File: src/rtl/simd_aes_pkg.sv
// Shared AES helpers for the SIMD execute stage: the MixColumns FSM state
// encoding, the AES field polynomial and GF(2^8) arithmetic helpers.
package simd_aes_pkg;

  typedef enum logic [1:0] {
    MC_IDLE = 2'd0,
    MC_BUSY = 2'd1,
    MC_DONE = 2'd2
  } mc_state_t;

  // Reduction constant for x^8 + x^4 + x^3 + x + 1.
  localparam logic [7:0] AES_POLY = 8'h1b;

  // Multiply by x in GF(2^8).
  function automatic logic [7:0] xtime(input logic [7:0] x);
    return {x[6:0], 1'b0} ^ (x[7] ? AES_POLY : 8'h00);
  endfunction

  // General GF(2^8) multiply, shift-and-add over the bits of b.
  function automatic logic [7:0] gmul(input logic [7:0] a, input logic [7:0] b);
    logic [7:0] acc;
    logic [7:0] p;
    acc = 8'h00;
    p   = a;
    for (int i = 0; i < 8; i++) begin
      if (b[i]) acc = acc ^ p;
      p = xtime(p);
    end
    return acc;
  endfunction

endpackage

File: src/rtl/mix_columns_iter_if.sv
// Stream interface for mix_columns_iter. Optional macro: INV_MIX_COLUMNS_EN
// adds the `inv` select, sampled together with vect_in.
//
// Handshake rules (both sides): a transfer happens on a rising clock edge
// where valid and ready are both 1. Once valid is raised the producer holds
// valid and its data stable until that edge. ready may depend combinationally
// on the other side's ready (in_ready follows out_ready while a result is
// waiting), but never on the same side's valid.
interface mix_columns_iter_if #(
  parameter int regSize = 32,
  parameter int vecSize = 4
);
  logic                            in_valid;
  logic                            in_ready;
  logic                            bypass;
  logic [vecSize-1:0][regSize-1:0] vect_in;
  logic                            out_valid;
  logic                            out_ready;
  logic [vecSize-1:0][regSize-1:0] vect_out;
`ifdef INV_MIX_COLUMNS_EN
  logic                            inv;
`endif

  // Upstream producer / downstream consumer side (testbench or neighbours).
  modport master (
`ifdef INV_MIX_COLUMNS_EN
    output inv,
`endif
    output in_valid, bypass, vect_in, out_ready,
    input  in_ready, out_valid, vect_out
  );

  // The MixColumns block itself.
  modport slave (
`ifdef INV_MIX_COLUMNS_EN
    input  inv,
`endif
    input  in_valid, bypass, vect_in, out_ready,
    output in_ready, out_valid, vect_out
  );
endinterface

File: src/rtl/gf_mix_col.sv
// Combinational single-column (Inv)MixColumns. Byte [31:24] is row 0.
// Optional macro: INV_MIX_COLUMNS_EN adds `inv` to select coefficients
// {0e,0b,0d,09} instead of {02,03,01,01}.
module gf_mix_col
  import simd_aes_pkg::*;
(
  input  logic [31:0] col_in,
`ifdef INV_MIX_COLUMNS_EN
  input  logic        inv,
`endif
  output logic [31:0] col_out
);

  // One output row: dot product of a rotated coefficient row with the column.
  function automatic logic [7:0] dot4(
    input logic [7:0] c0, input logic [7:0] c1,
    input logic [7:0] c2, input logic [7:0] c3,
    input logic [7:0] x0, input logic [7:0] x1,
    input logic [7:0] x2, input logic [7:0] x3
  );
    return gmul(c0, x0) ^ gmul(c1, x1) ^ gmul(c2, x2) ^ gmul(c3, x3);
  endfunction

  logic [7:0] a0, a1, a2, a3;
  logic [7:0] c0, c1, c2, c3;

  assign a0 = col_in[31:24];
  assign a1 = col_in[23:16];
  assign a2 = col_in[15:8];
  assign a3 = col_in[7:0];

  // Coefficient row 0; later rows are right-rotations of it.
  always_comb begin
    c0 = 8'h02;
    c1 = 8'h03;
    c2 = 8'h01;
    c3 = 8'h01;
`ifdef INV_MIX_COLUMNS_EN
    if (inv) begin
      c0 = 8'h0e;
      c1 = 8'h0b;
      c2 = 8'h0d;
      c3 = 8'h09;
    end
`endif
  end

  // Circulant matrix times column.
  always_comb begin
    col_out[31:24] = dot4(c0, c1, c2, c3, a0, a1, a2, a3);
    col_out[23:16] = dot4(c3, c0, c1, c2, a0, a1, a2, a3);
    col_out[15:8]  = dot4(c2, c3, c0, c1, a0, a1, a2, a3);
    col_out[7:0]   = dot4(c1, c2, c3, c0, a0, a1, a2, a3);
  end

endmodule

File: src/rtl/mix_columns_iter.sv
// Iterative AES MixColumns: one column per clock through a shared mixer,
// valid/ready on both sides, bypass for the final round.
// Optional macro: INV_MIX_COLUMNS_EN adds the `inv` select (InvMixColumns).
module mix_columns_iter
  import simd_aes_pkg::*;
#(
  parameter int regSize = 32,
  parameter int vecSize = 4
) (
  input  logic                         clk,
  input  logic                         rst,
  mix_columns_iter_if.slave            io,
  output mc_state_t                    dbg_state,
  output logic [$clog2(vecSize)-1:0]   dbg_col_cnt
);

  localparam int CW = $clog2(vecSize);
  localparam logic [CW-1:0] LAST_COL = CW'(vecSize - 1);

  typedef logic [vecSize-1:0][regSize-1:0] vec_t;

  mc_state_t          state_q, state_d;
  logic [CW-1:0]      col_cnt_q, col_cnt_d;
  vec_t               sbuf_q, sbuf_d;
  vec_t               vect_out_q, vect_out_d;
  logic               in_ready;
  logic               accept;
  logic [regSize-1:0] mix_out;
`ifdef INV_MIX_COLUMNS_EN
  logic               inv_q, inv_d;
`endif

  // A finished result retiring this cycle frees the slot, so DONE can accept
  // back-to-back without a bubble.
  assign in_ready = (state_q == MC_IDLE) | ((state_q == MC_DONE) & io.out_ready);
  assign accept   = io.in_valid & in_ready;

  assign io.in_ready  = in_ready;
  assign io.out_valid = (state_q == MC_DONE);
  assign io.vect_out  = vect_out_q;
  assign dbg_state    = state_q;
  assign dbg_col_cnt  = col_cnt_q;

  gf_mix_col u_mix (
    .col_in  (sbuf_q[col_cnt_q]),
`ifdef INV_MIX_COLUMNS_EN
    .inv     (inv_q),
`endif
    .col_out (mix_out)
  );

  // Next-state: column sweep in BUSY, retire in DONE, accept overrides both.
  always_comb begin
    state_d    = state_q;
    col_cnt_d  = col_cnt_q;
    sbuf_d     = sbuf_q;
    vect_out_d = vect_out_q;
`ifdef INV_MIX_COLUMNS_EN
    inv_d      = inv_q;
`endif
    case (state_q)
      MC_BUSY: begin
        vect_out_d[col_cnt_q] = mix_out;
        col_cnt_d             = col_cnt_q + 1'b1;
        if (col_cnt_q == LAST_COL) begin
          state_d   = MC_DONE;
          col_cnt_d = '0;
        end
      end
      MC_DONE: begin
        if (io.out_ready) state_d = MC_IDLE;
      end
      default: ;
    endcase
    if (accept) begin
      sbuf_d    = io.vect_in;
      col_cnt_d = '0;
`ifdef INV_MIX_COLUMNS_EN
      inv_d     = io.inv;
`endif
      if (io.bypass) begin
        vect_out_d = io.vect_in;
        state_d    = MC_DONE;
      end else begin
        state_d    = MC_BUSY;
      end
    end
  end

  // State registers; reset discards any partial result.
  always_ff @(posedge clk) begin
    if (rst) begin
      state_q    <= MC_IDLE;
      col_cnt_q  <= '0;
      sbuf_q     <= '0;
      vect_out_q <= '0;
`ifdef INV_MIX_COLUMNS_EN
      inv_q      <= 1'b0;
`endif
    end else begin
      state_q    <= state_d;
      col_cnt_q  <= col_cnt_d;
      sbuf_q     <= sbuf_d;
      vect_out_q <= vect_out_d;
`ifdef INV_MIX_COLUMNS_EN
      inv_q      <= inv_d;
`endif
    end
  end

endmodule

File: src/flat_wrapper.sv
// flat-port wrapper written by rule: the top's interface ports become plain ports
module mix_columns_iter_flat import simd_aes_pkg::*;
#(
  parameter int regSize = 32,
  parameter int vecSize = 4
)
  (clk, rst, dbg_state, dbg_col_cnt, io_in_valid, io_bypass, io_vect_in, io_out_ready, io_in_ready, io_out_valid, io_vect_out);
  mix_columns_iter_if #(.regSize(regSize), .vecSize(vecSize)) io_i ();
  input  logic clk;
  input  logic rst;
  output mc_state_t dbg_state;
  output logic [$clog2(vecSize)-1:0] dbg_col_cnt;
  input wire logic [$bits(io_i.in_valid)-1:0] io_in_valid;
  input wire logic [$bits(io_i.bypass)-1:0] io_bypass;
  input wire logic [$bits(io_i.vect_in)-1:0] io_vect_in;
  input wire logic [$bits(io_i.out_ready)-1:0] io_out_ready;
  output wire logic [$bits(io_i.in_ready)-1:0] io_in_ready;
  output wire logic [$bits(io_i.out_valid)-1:0] io_out_valid;
  output wire logic [$bits(io_i.vect_out)-1:0] io_vect_out;
  assign io_i.in_valid = io_in_valid;
  assign io_i.bypass = io_bypass;
  assign io_i.vect_in = io_vect_in;
  assign io_i.out_ready = io_out_ready;
  assign io_in_ready = io_i.in_ready;
  assign io_out_valid = io_i.out_valid;
  assign io_vect_out = io_i.vect_out;
  mix_columns_iter #(.regSize(regSize), .vecSize(vecSize)) u_core (.clk(clk), .rst(rst), .io(io_i), .dbg_state(dbg_state), .dbg_col_cnt(dbg_col_cnt));
endmodule
File: config.mk
export PLATFORM = sky130hd
export DESIGN_NAME = mix_columns_iter_flat
export DESIGN_NICKNAME = d
export VERILOG_FILES = /design/src/rtl/simd_aes_pkg.sv /design/src/rtl/mix_columns_iter_if.sv /design/src/rtl/gf_mix_col.sv /design/src/rtl/mix_columns_iter.sv /design/src/flat_wrapper.sv
export SDC_FILE = /design/constraint.sdc
export NUM_CORES = 1
export LEC_CHECK = 0
export ABC_AREA = 0
export BUFFER_PORTS_ARGS = -buffer_cell sky130_fd_sc_hd__buf_2
export CORE_ASPECT_RATIO = 2
export CORE_MARGIN = 1.5
export CORE_UTILIZATION = 40
export CTS_BUF_LIST = sky130_fd_sc_hd__clkbuf_2 sky130_fd_sc_hd__clkbuf_4 sky130_fd_sc_hd__clkbuf_8
export CTS_CLUSTER_SIZE = 40
export DETAILED_ROUTE_END_ITERATION = 8
export MAX_ROUTING_LAYER = met4
export PLACE_DENSITY_LB_ADDON = 0.12
export REMOVE_ABC_BUFFERS = 1
export SLEW_MARGIN = 20
export SYNTH_ARGS = -nofsm -noshare
export SYNTH_HDL_FRONTEND = slang
export SYNTH_SLANG_ARGS = --single-unit
File: constraint.sdc
create_clock -name clk -period 5.2 [get_ports clk]
set_input_delay 0.26 -clock clk [delete_from_list [all_inputs] [get_ports clk]]
set_output_delay 0.26 -clock clk [all_outputs]
set_load 0.05 [all_outputs]
==> results.md <==
* Rel. slew slack at 0.240
* Vias in the first global route at around 13000
* Total track usage at 0.290
* Layout Nets at just under 2000
* Core Region at 33000 sq um
* Sw power at about 2300 uW
* Startpoint Class: register
* WP data required at 5660 ps
* Critical setup path kind: register to register
* Distinct cells, synth at 36
* CTS Buf Count at 40
* Met3 routed WL at ~2800 um
* Pre-CTS setup slack at 1920 ps
* Post-Layout Cell Count at 2281
* Post-DRT Antenna Nets at 0
* Post-Place Cells at between 2000 and 2500
* Crit-path max FO at 17
* Max Slew Vio Count at 0
* VDD IR-drop max at approximately 0.00019 V
* Fin crit share at 0.626
* Ranking of synthesized cells by area: dfxtp_1, nand2_1, a21oi_1
* Vias post-DR at between 10000 and 15000
* CTS tree: done
* Die W at roughly 130 um
* Top sig layer: met4
* Critical path endpoint category: register
* FFs w/ async S/R, synth at 0
* Worst slew pin tran at approximately 1100 ps
* Multi-input logic area at approximately 7600 sq um
* Clk slew on worst S/H paths at 70 ps
* Yosys top cell by area: dfxtp_1
* DR pass1 iterations at 5
* Area grow syn2layout at 26.1%
* Sw frac at 0.373
* Setup Viol. Count Final at 0
* Minimum clock period at around 3300 ps
* Register Area at roughly 5200 sq um
* DR WL met2 at between 20000 and 30000 um
* First-pass GRT wire length at 75700 um
* Hold Slack at 108 ps
* First-iteration detailed-routing DRC count at 884
* Initial core utilization at 0.407
* Total congestion overflow at 0
* Unrepaired setup endpoints after global routing: false
* Syn Area/Cell at between 8 and 9 sq um
* I/O Buffers at ~270
* I/O pin cnt at between 200 and 300
* Worst path arrival time at about 3700 ps
* Combinational power share at 0.340
* M1 WL at roughly 18000 um
* Synth Cell Area at between 10000 and 15000 sq um
* Vias per cell at roughly 5.7
* RePlAce Congestion at between 0.8 and 0.9
* Clk buf depth at 3
* Post-synth EDFFs at 0
* Clock skew at approximately 26 ps
* Drt wl/cell at 21.9 um
* Synth warnings at 0
* Min-delay worst type: primary input to register
* Fillers at 3176
* Pint at 3850 uW
* PwrDens at 362 nW/um^2
* Die Ht at around 260 um
* Clk pwr share at 0.285
* Layout cells sized above 1 at 0.226
* Row count at 94
* Final WS setup at 1940 ps
* Remaining DRCs at 0
* Initial antenna violation count at 3
* Die area at 34800 sq um
* Outcome: finished, final reports clean
* CTS-repair resized insts at 0
* Final Hold Fails at 0
* Final wirelength at around 50000 um
* Synth top area share at 0.387
* Leakage at 0.00675 uW
* Number of synthesized register bits at 260
* Tot Pwr at roughly 6100 uW
* Part of the power in registers at 0.376
* Largest net degree at the start of global routing at around 160
* Post-DP HPWL at 33100 um
* Clock Latency Late Sink at between 500 and 600 ps
* Max Cap Viol at 0
* Post-synthesis cell count at ~1500
* Clock root cell: clkbuf_8
* Seq/Total Area, Yosys at 0.387
* Clk sinks at 260
* Fmax at a little over 0.3 GHz
* H-tree depth at 2
* Top FF cell, synth: dfxtp_1
-- power groups by stage --
stage / clock (uW) / sequential (uW) / combinational, uW
final: 1750 / 2300 / 2090
after global routing: 1850 / 2320 / 2210
after CTS: 1780 / 2300 / 2080
after detailed placement: 0 / 2340 / 2000
after global placement: 0 / 2340 / 1990
after floorplan: 0 / 2660 / 1090
-- cells in the mapped netlist, types with 2 or more instances --
library cell    n
and2_1          5
nand3_1       161
dfxtp_1       260
xnor2_4         2
nand2_1       310
xor2_1         11
clkbuf_1      119
a221oi_1       41
buf_1           9
xor3_1         28
o21ai_0        50
mux4_1          2
buf_6           3
nor2_1         84
a311oi_1       80
nor3_1          3
ha_1            7
xnor2_1        10
xnor3_1        35
xnor2_2         8
buf_2          16
a21oi_1       210
a221oi_2        8
inv_1           7
buf_4           9
mux4_2         30
-- kinds of logic (layout without fill, tap and decap cells) --
| family | after synthesis | in the layout | synth area share |
|---|---|---|---|
| other | 0 | 3 | 0 |
| flip-flops | 260 | 260 | 0.387 |
| multiplexers | 33 | 33 | 0.0549 |
| adder cells (fa/ha/maj) | 7 | 7 | 0.00651 |
| buffers and inverters | 165 | 493 | 0.0530 |
| AO/OA/AOI/OAI | 392 | 392 | 0.186 |
| XOR/XNOR | 96 | 96 | 0.138 |
| AND/OR/NAND/NOR | 565 | 565 | 0.174 |
-- routing by layer --
metal,vias up,global-route usage
met4,0,0.133
li1,6032,-
met1,6263,0.316
met3,118,0.0326
met5,-,-
met2,556,0.524
-- area by class of cell --
type | count | share of cell area
repair buffers | 421 | 0.168
well taps | 432 | 0.0318
clock inverters | 8 | 0.00413
flip-flops and latches | 260 | 0.307
inverters | 7 | 0.00155
multi-input cells | 1093 | 0.446
diodes | 3 | 0.000442
clock buffers | 57 | 0.0411
-- worst paths after layout --
| kind | from | to | slack [ps] | cells past startpoint |
|---|---|---|---|---|
| worst min-delay path | io_out_ready | u_core.dbg_state[0] | 110 | 4 |
| worst max-delay path | u_core.dbg_col_cnt[1] | u_core.io.vect_out[44] | 1940 | 5 |
| worst max register to register | u_core.dbg_col_cnt[1] | u_core.io.vect_out[44] | 1940 | 5 |
| worst min register to register | u_core.sbuf_q[59] | u_core.sbuf_q[59] | 450 | 2 |
-- what timing repair did --
item,4_1_cts,5_1_grt
buffers inserted,0,0
endpoints found under the setup margin,0,0
endpoints found under the hold margin,238,0
hold buffers,129,0
-- placed cells by master, fill, tap and decap left out, types with 11 or more instances in the layout --
master / count
a21oi_1: 210
a221oi_1: 41
a311oi_1: 80
buf_2: 265
buf_4: 25
clkbuf_4: 14
clkbuf_8: 44
dfxtp_1: 258
dlygate4sd3_1: 129
mux4_2: 30
nand2_1: 309
nand3_1: 160
nor2_1: 84
o21ai_0: 50
xnor3_1: 35
xor2_1: 11
xor3_1: 28
-- sequential cells by signal, indices dropped and copies added (netlist names) --
signal	count
u_core.dbg_col_cnt	2
u_core.sbuf_q	128
u_core.io.vect_out	128
u_core.dbg_state	2
-- critical path, cell delays in order (launching register included) --
cell,delay [ps]
dfxtp_2,740
buf_4,400
mux4_1,810
xnor2_1,330
xnor3_1,520
a221oi_1,330
-- per-stage QoR --
| step | TNS, ps | util | instance area [sq um] |
|---|---|---|---|
| after floorplan | -5940 | - | 12800 |
| after global placement | 0 | 0.450 | 14900 |
| after detailed placement | 0 | 0.450 | 14900 |
| after CTS | 0 | 0.512 | 16900 |
| after global routing | 0 | 0.514 | 17000 |
| final | 0 | 0.514 | 17000 |
(Power assumes the default switching activity.)
